File: src/rtl/fetch_stage_if.sv
// Fetch-side bus: PC out to instruction memory, instruction back, hazard/redirect in, IF/ID out.
// Combinational signal bundle only; no latency.
// No backpressure of its own; stall_i is the only hold signal.
interface fetch_stage_if;
    logic [31:0] pc_out;
    logic [31:0] instr_in;
    logic        stall_i;
    logic        redirect_valid;
    logic [31:0] redirect_pc;
    logic [31:0] if_id_pc;
    logic [31:0] if_id_pc_plus4;
    logic [31:0] if_id_instr;
    logic        if_id_valid;
    logic        misalign_err;

    modport master (
        output pc_out, if_id_pc, if_id_pc_plus4, if_id_instr, if_id_valid, misalign_err,
        input  instr_in, stall_i, redirect_valid, redirect_pc
    );

    modport slave (
        input  pc_out, if_id_pc, if_id_pc_plus4, if_id_instr, if_id_valid, misalign_err,
        output instr_in, stall_i, redirect_valid, redirect_pc
    );
endinterface

File: src/rtl/fetch_stage.sv
// Instruction fetch: owns the PC and registers the returned instruction into IF/ID.
// Latency: instruction at pc_out appears on if_id_instr one cycle later.
// Backpressure: stall_i holds PC and IF/ID; a redirect overrides a stall.
module fetch_stage #(
    parameter logic [31:0] RESET_VEC = 32'h0000_0000,
    parameter logic [31:0] NOP_INSTR = 32'h0000_0013
) (
    input  logic          clk,
    input  logic          rst,
    fetch_stage_if.master bus
);
    typedef enum logic [1:0] {BOOT, RUN, HALT} state_t;

    state_t      state_q, state_d;
    logic [31:0] pc_q, pc_d;
    logic [31:0] id_pc_q, id_pc_d;
    logic [31:0] id_pc4_q, id_pc4_d;
    logic [31:0] id_instr_q, id_instr_d;
    logic        id_vld_q, id_vld_d;
    logic        err_q, err_d;
    logic [31:0] pc_plus4;

    assign pc_plus4 = pc_q + 32'd4;

    always_comb begin
        state_d    = state_q;
        pc_d       = pc_q;
        id_pc_d    = id_pc_q;
        id_pc4_d   = id_pc4_q;
        id_instr_d = id_instr_q;
        id_vld_d   = id_vld_q;
        err_d      = err_q;
        case (state_q)
            BOOT: state_d = RUN;
            RUN: begin
                if (bus.redirect_valid) begin
                    id_vld_d   = 1'b0;
                    id_instr_d = NOP_INSTR;
                    if (bus.redirect_pc[1:0] != 2'b00) begin
                        // Misaligned target: keep PC pointing at the last good fetch.
                        state_d = HALT;
                        err_d   = 1'b1;
                    end else begin
                        pc_d = bus.redirect_pc;
                    end
                end else if (!bus.stall_i) begin
                    id_pc_d    = pc_q;
                    id_pc4_d   = pc_plus4;
                    id_instr_d = bus.instr_in;
                    id_vld_d   = 1'b1;
                    pc_d       = pc_plus4;
                end
            end
            HALT: id_vld_d = 1'b0;
            default: state_d = BOOT;
        endcase
    end

    always_ff @(posedge clk) begin
        if (rst) begin
            state_q    <= BOOT;
            pc_q       <= RESET_VEC;
            id_pc_q    <= 32'd0;
            id_pc4_q   <= 32'd0;
            id_instr_q <= NOP_INSTR;
            id_vld_q   <= 1'b0;
            err_q      <= 1'b0;
        end else begin
            state_q    <= state_d;
            pc_q       <= pc_d;
            id_pc_q    <= id_pc_d;
            id_pc4_q   <= id_pc4_d;
            id_instr_q <= id_instr_d;
            id_vld_q   <= id_vld_d;
            err_q      <= err_d;
        end
    end

    assign bus.pc_out         = pc_q;
    assign bus.if_id_pc       = id_pc_q;
    assign bus.if_id_pc_plus4 = id_pc4_q;
    assign bus.if_id_instr    = id_instr_q;
    assign bus.if_id_valid    = id_vld_q;
    assign bus.misalign_err   = err_q;
endmodule

File: src/flat_wrapper.sv
// flat-port wrapper written by rule: the top's interface ports become plain ports
module fetch_stage_flat 
#(
    parameter logic [31:0] RESET_VEC = 32'h0000_0000,
    parameter logic [31:0] NOP_INSTR = 32'h0000_0013
)
  (clk, rst, bus_pc_out, bus_if_id_pc, bus_if_id_pc_plus4, bus_if_id_instr, bus_if_id_valid, bus_misalign_err, bus_instr_in, bus_stall_i, bus_redirect_valid, bus_redirect_pc);
  fetch_stage_if bus_i ();
  input  logic clk;
  input  logic rst;
  output wire logic [$bits(bus_i.pc_out)-1:0] bus_pc_out;
  output wire logic [$bits(bus_i.if_id_pc)-1:0] bus_if_id_pc;
  output wire logic [$bits(bus_i.if_id_pc_plus4)-1:0] bus_if_id_pc_plus4;
  output wire logic [$bits(bus_i.if_id_instr)-1:0] bus_if_id_instr;
  output wire logic [$bits(bus_i.if_id_valid)-1:0] bus_if_id_valid;
  output wire logic [$bits(bus_i.misalign_err)-1:0] bus_misalign_err;
  input wire logic [$bits(bus_i.instr_in)-1:0] bus_instr_in;
  input wire logic [$bits(bus_i.stall_i)-1:0] bus_stall_i;
  input wire logic [$bits(bus_i.redirect_valid)-1:0] bus_redirect_valid;
  input wire logic [$bits(bus_i.redirect_pc)-1:0] bus_redirect_pc;
  assign bus_pc_out = bus_i.pc_out;
  assign bus_if_id_pc = bus_i.if_id_pc;
  assign bus_if_id_pc_plus4 = bus_i.if_id_pc_plus4;
  assign bus_if_id_instr = bus_i.if_id_instr;
  assign bus_if_id_valid = bus_i.if_id_valid;
  assign bus_misalign_err = bus_i.misalign_err;
  assign bus_i.instr_in = bus_instr_in;
  assign bus_i.stall_i = bus_stall_i;
  assign bus_i.redirect_valid = bus_redirect_valid;
  assign bus_i.redirect_pc = bus_redirect_pc;
  fetch_stage #(.RESET_VEC(RESET_VEC), .NOP_INSTR(NOP_INSTR)) u_core (.clk(clk), .rst(rst), .bus(bus_i));
endmodule
File: config.mk
export PLATFORM = sky130hd
export DESIGN_NAME = fetch_stage_flat
export DESIGN_NICKNAME = d
export VERILOG_FILES = /design/src/rtl/fetch_stage_if.sv /design/src/rtl/fetch_stage.sv /design/src/flat_wrapper.sv
export SDC_FILE = /design/constraint.sdc
export NUM_CORES = 1
export LEC_CHECK = 0
export CORE_MARGIN = 1.5
export CORE_UTILIZATION = 35
export DETAILED_ROUTE_END_ITERATION = 6
export PLACE_DENSITY = 0.68
export SLEW_MARGIN = 15
export SYNTH_ARGS = -nofsm -noshare
export SYNTH_HDL_FRONTEND = slang
export SYNTH_SLANG_ARGS = --single-unit
File: constraint.sdc
create_clock -name clk -period 5.32 [get_ports clk]
set_input_delay 1.064 -clock clk [delete_from_list [all_inputs] [get_ports clk]]
set_output_delay 1.064 -clock clk [all_outputs]
set_load 0.01 [all_outputs]
# [Yosys cells after proc, flatten, opt, wreduce, memory -nomap -nowiden]
# Cells that the tools add are included.
[totals] out_inout_bits=130 latch_bits=0 ramBits=0 mem_bits_ro=0 mem_count=0 in_bits=68 regBits=132
[classes] add_sub_neg=1 n_reduce_logical=9 n_mul=0 eq_ne=7 shift=0 muxes=11 bitwise_logic=3 div=0 order_cmp=0
[ops] operator="$mux 32" n=5
[ops] operator="$add 32x3->32 const B" n=1
[ops] operator="$reduce_and 3->1" n=4
[ops] operator="$pmux 2 s3" n=1
[ops] operator="$mux 2" n=2
[ops] operator="$ne 2x1->1 const B" n=2
[ops] operator="$ne 2x2->1 const B" n=2
[ops] operator="$reduce_and 2->1" n=2
[ops] operator="$reduce_bool 2->1" n=2
[ops] operator="$ne 3x3->1 const B" n=1
[ops] operator="$not 1->1" n=3
[ops] operator="$eq 2x1->1 const B" n=1
[ops] operator="$eq 2x2->1 const B" n=1
[ops] operator="$logic_not 2->1" n=1
[ops] operator="$mux 1" n=2
[ops] operator="$pmux 1 s2" n=1

# [Depth between registers and ports, before layout]
[depth] depth_word=4 depth_mapped=8 depth_no_buf=6

# [Worst setup path after synthesis]
# Ideal clock, no wire load.
[synth_timing] path_type="input-to-reg" start="input port bus_redirect_pc[1]" end="register u_core.pc_q[9] (netlist: u_core.bus.pc_out[9])" setup_ns=0.128 cell_stages=5 required_ns=5.192 slack_ns=2.888 arrival_time_ns=2.304 n_path_buf=0 path_cell_list="or3b_2 -> a21oi_1 -> o21ai_0 -> a221oi_1 -> nor2_1"
[synth_via] elab_chain_len=3
[synth_lines] item="from (decl)" line="flat_wrapper.sv:20" text="input wire logic [$bits(bus_i.redirect_pc)-1:0] bus_redirect_pc;"
[synth_lines] item="$reduce_bool 2->1" line="fetch_stage.sv:39" text="if (bus.redirect_pc[1:0] != 2'b00) begin"
[synth_lines] item="$ne 2x2->1 (no line)"
[synth_lines] item="$reduce_and 3->1 (no line)"
[synth_lines] item="to (signal assigned)" line="fetch_stage.sv:70" text="pc_q <= pc_d;"
[synth_lines] item="to (decl)" line="fetch_stage.sv:15" text="logic [31:0] pc_q, pc_d;"
# No other way between the ends.
# A chain may end at the register's enable or synchronous reset.

# [Worst setup path after layout]
[layout_timing] start="input port bus_redirect_valid" end="register u_core.pc_q[24] (netlist: u_core.bus.pc_out[24])"
[layout_via] elab_chain_len=2 word_cells_on_any_way=4
[layout_lines] item="from (decl)" line="flat_wrapper.sv:19" text="input wire logic [$bits(bus_i.redirect_valid)-1:0] bus_redirect_valid;"
[layout_lines] item="$ne 2x2->1 (no line) or $ne 2x1->1 (tied branches)"
[layout_lines] item="$reduce_and 3->1 (no line)"
# Several ways; a longest one is shown, not always the timed one.

==> results_dict.tcl <==
set metrics [dict create \
    yosysSeqAreaShare_pct 46.7 \
    finalClockSkew_ps 8.70 \
    grt_pass1_vias 5008 \
    routabilityCongestion 0.775 \
    crit_buf_inv 2 \
    clock.fmax_ghz 0.307 \
    clock-sinks 130 \
    clk_pin_slew_ps 60 \
    reg2reg_slack_ps 2600 \
    clock_latency_ps 420 \
    wl_met3_um 1530 \
    nFillCells 1440 \
    synth-main-ff-cell "dfxtp_1" \
    pwr-share-comb_pct 9.3 \
    fin_tns_setup_ps 0 \
    vias_per_cell 5.07 \
    rr_startpoint "u_core.bus.pc_out[2]" \
    start_util_pct 36.2 \
    slew_headroom_pct 25.3 \
    overflow 0 \
    drt.antenna.violating_nets 0 \
    whs_path_depth 2 \
    switching_share_pct 24.1 \
    final_hold_viol_count 0 \
    cts_buffers 17 \
    drt-met1-wl_um 7500 \
    end_kind "flip-flop" \
    synth_area_leader_cell "dfxtp_1" \
    postSynthCellCount 654 \
    post-route-util_pct 52.8 \
    cp-start-kind "input port" \
    cts_tree "built" \
    route.detailed.drc 0 \
    post_dp_cell_area_mm2 0.00753 \
    place_inst 1008 \
    pwr-share-seq_pct 42.6 \
    status "finished, final reports clean" \
    mappedNetlistArea_mm2 0.00557 \
    synth-simple-area-share_pct 23.1 \
    hold_class "reg -> reg" \
    fin_nets 885 \
    area_growth_pct 45.8 \
    synthXorXnorAreaFrac_pct 4.09 \
    power_density_mw_per_mm2 297 \
    cpMostUsedCell "or2_2" \
    min_period_ps 3250 \
    wl_um 16900 \
    min_to "u_core.bus.if_id_pc[31]" \
    routed.top_layer "met4" \
    synth_async_sr_flop_share_pct 0 \
    port_buffers 197 \
    antenna_found_initial 1 \
    reg2reg_depth 6 \
    clk_path_buf_depth 2 \
    ys_top_cells_by_area "dfxtp_1, nand2_1, nor2_1" \
    p_leak_nw 2.70 \
    cts_setup_buffers 0 \
    cts_resized 0 \
    crit_chain "clkdlybuf4s50_1 -> or2_2 -> or2_2 -> buf_4 -> or4_1 -> o211ai_1" \
    synth_top_family_by_area "simple AND/OR/NAND/NOR gates" \
    p_int_mw 1.83 \
    ys_ff_latch 130 \
    vias 5278 \
    drtPass1Iterations 5 \
    grt.total_usage_pct 20.8 \
    worst_slew_pin_slew_ps 1120 \
    row_count 45 \
    min_from "u_core.bus.if_id_pc[31]" \
    netSwitchingPower_uw 579 \
    muxShareOfSynthArea_pct 0.202 \
    hold_buffers 0 \
    finalCritPeriodShare_pct 61.2 \
    timing.rr.end "u_core.bus.pc_out[26]" \
    syn-num-nets 723 \
    clockPowerShare_pct 48.1 \
    cts-root-buf "clkbuf_16" \
    dr_wl_met2_um 7530 \
    die_area_mm2 0.0167 \
    synth_compound_area_share_pct 19.2 \
    wl_per_cell_um 16.2 \
    io_pins 198 \
    setup_viol 0 \
    die_y_um 129 \
    synth_warnings 0 \
    avgSynthCellArea_um2 8.52 \
    synth.most_common_cell "dfxtp_1" \
    cts_max_level 4 \
    grt_first_pass_wirelength_um 26800 \
    ir_worst_vdd_v 0.000196 \
    timing.final.max_slew_violations 0 \
    core_mm2 0.0154 \
    synthAdderAreaFrac_pct 0.225 \
    final_area_mm2 0.00812 \
    critPathTopFamily "simple AND/OR/NAND/NOR gates" \
    ys_top_cells_by_count "dfxtp_1, nand2_1, nor2_1, a21oi_1, clkbuf_1" \
    slowest_stage "or2_2" \
    critPathMaxStageDelay_ps 630 \
    drtIter0Drc 362 \
    die_w_um 129 \
    cap_violations 0 \
    synth-edff-count 0 \
    crit_fanout 46 \
    stdcell_count 1041 \
    grt_max_degree 79 \
    arrival_ps 3590 \
    grt_setup_unrepaired "no" \
    drive_gt1_share_pct 7.48 \
    dpl.hpwl_um 11500 \
    critPathKind "in -> reg" \
    synth_top_area_share_pct 46.7 \
    worst_ep_required_time_ps 5660 \
    synth_cell_types 58 \
]
[final cells by class]
type | instances | area, um2 | share of cell area [%]
multi-input combinational | 458 | 2620 | 32.3
clock inverter | 13 | 136 | 1.68
timing repair buffer | 204 | 2020 | 24.9
inverter | 5 | 18.8 | 0.231
clock buffer | 19 | 453 | 5.58
sequential | 130 | 2600 | 32.1
tap | 211 | 264 | 3.25
antenna | 1 | 2.50 | 0.0308
[through the flow]
| step | hold slack, ps | total power, mW | setup WS (ps) |
|---|---|---|---|
| detailed placement | 448 | 1.27 | 1660 |
| floorplan | 440 | 1.15 | 2890 |
| global placement | 441 | 1.27 | 1710 |
| CTS | 456 | 2.43 | 2090 |
| finish | 452 | 2.41 | 2070 |
| global route | 479 | 2.49 | 1950 |
[cells in the final DEF, fill, tap and decap left out, types with 4 or more instances in the layout]
master / instances
nand3_1: 11
o21ai_0: 12
buf_4: 8
clkinv_2: 4
a21oi_1: 56
o211ai_1: 4
nor4_1: 6
xnor2_1: 9
xor2_1: 17
and4_1: 4
clkbuf_16: 17
clkdlybuf4s50_1: 196
nor2_1: 77
and3_1: 10
inv_1: 5
a31oi_1: 12
a22oi_1: 36
clkinvlp_4: 4
nand2b_1: 5
nand2_1: 103
or3_1: 4
dfxtp_1: 130
a211oi_1: 22
nor3_1: 7
nand4_1: 8
o22ai_1: 8
[flip-flops by register name, summed over array words and instances, names as in the netlist]
signal / cells
u_core.bus.if_id_instr: 32
u_core.bus.if_id_pc_plus4: 32
u_core.bus.pc_out: 32
u_core.bus.if_id_pc: 30
u_core.state_q: 2
u_core.bus.if_id_valid: 1
u_core.bus.misalign_err: 1
[power by group through the flow]
| stage | sequential (mW) | clock, mW | combinational, mW |
|---|---|---|---|
| floorplan | 1.05 | 0 | 0.0981 |
| global placement | 1.05 | 0 | 0.225 |
| detailed placement | 1.05 | 0 | 0.225 |
| CTS | 1.03 | 1.17 | 0.226 |
| global route | 1.03 | 1.22 | 0.245 |
| finish | 1.03 | 1.16 | 0.224 |
[routing by layer]
metal	vias to the layer above	global-route usage, %
met5	-	0
met4	0	7.93
met3	21	8.09
met2	209	31.7
met1	2418	26.5
li1	2630	-
[worst min-delay path, cell delays in order (launching register included)]
cell	delay (ps)
dfxtp_1	300
nand2_1	50
a21oi_1	50
[worst max path at each step]
stage	from	end	slack, ps	cells after the start
after CTS	bus_redirect_valid	u_core.bus.pc_out[24]	2090	6
after global routing	bus_redirect_valid	u_core.bus.pc_out[26]	1950	6
final	bus_redirect_valid	u_core.bus.pc_out[24]	2070	6
after detailed placement	bus_redirect_valid	u_core.bus.pc_out[24]	1660	6
after global placement	bus_redirect_valid	u_core.bus.pc_out[26]	1710	6
after floorplan	bus_redirect_pc[1]	u_core.bus.pc_out[9]	2890	5
[cell families after synthesis]
logic type	Yosys count
fa+ha+maj	1
flops	130
buf+inv	66
compound gates	167
mux	1
simple gates	263
xor+xnor	26
No activity file was read; power rests on OpenSTA's default activity.
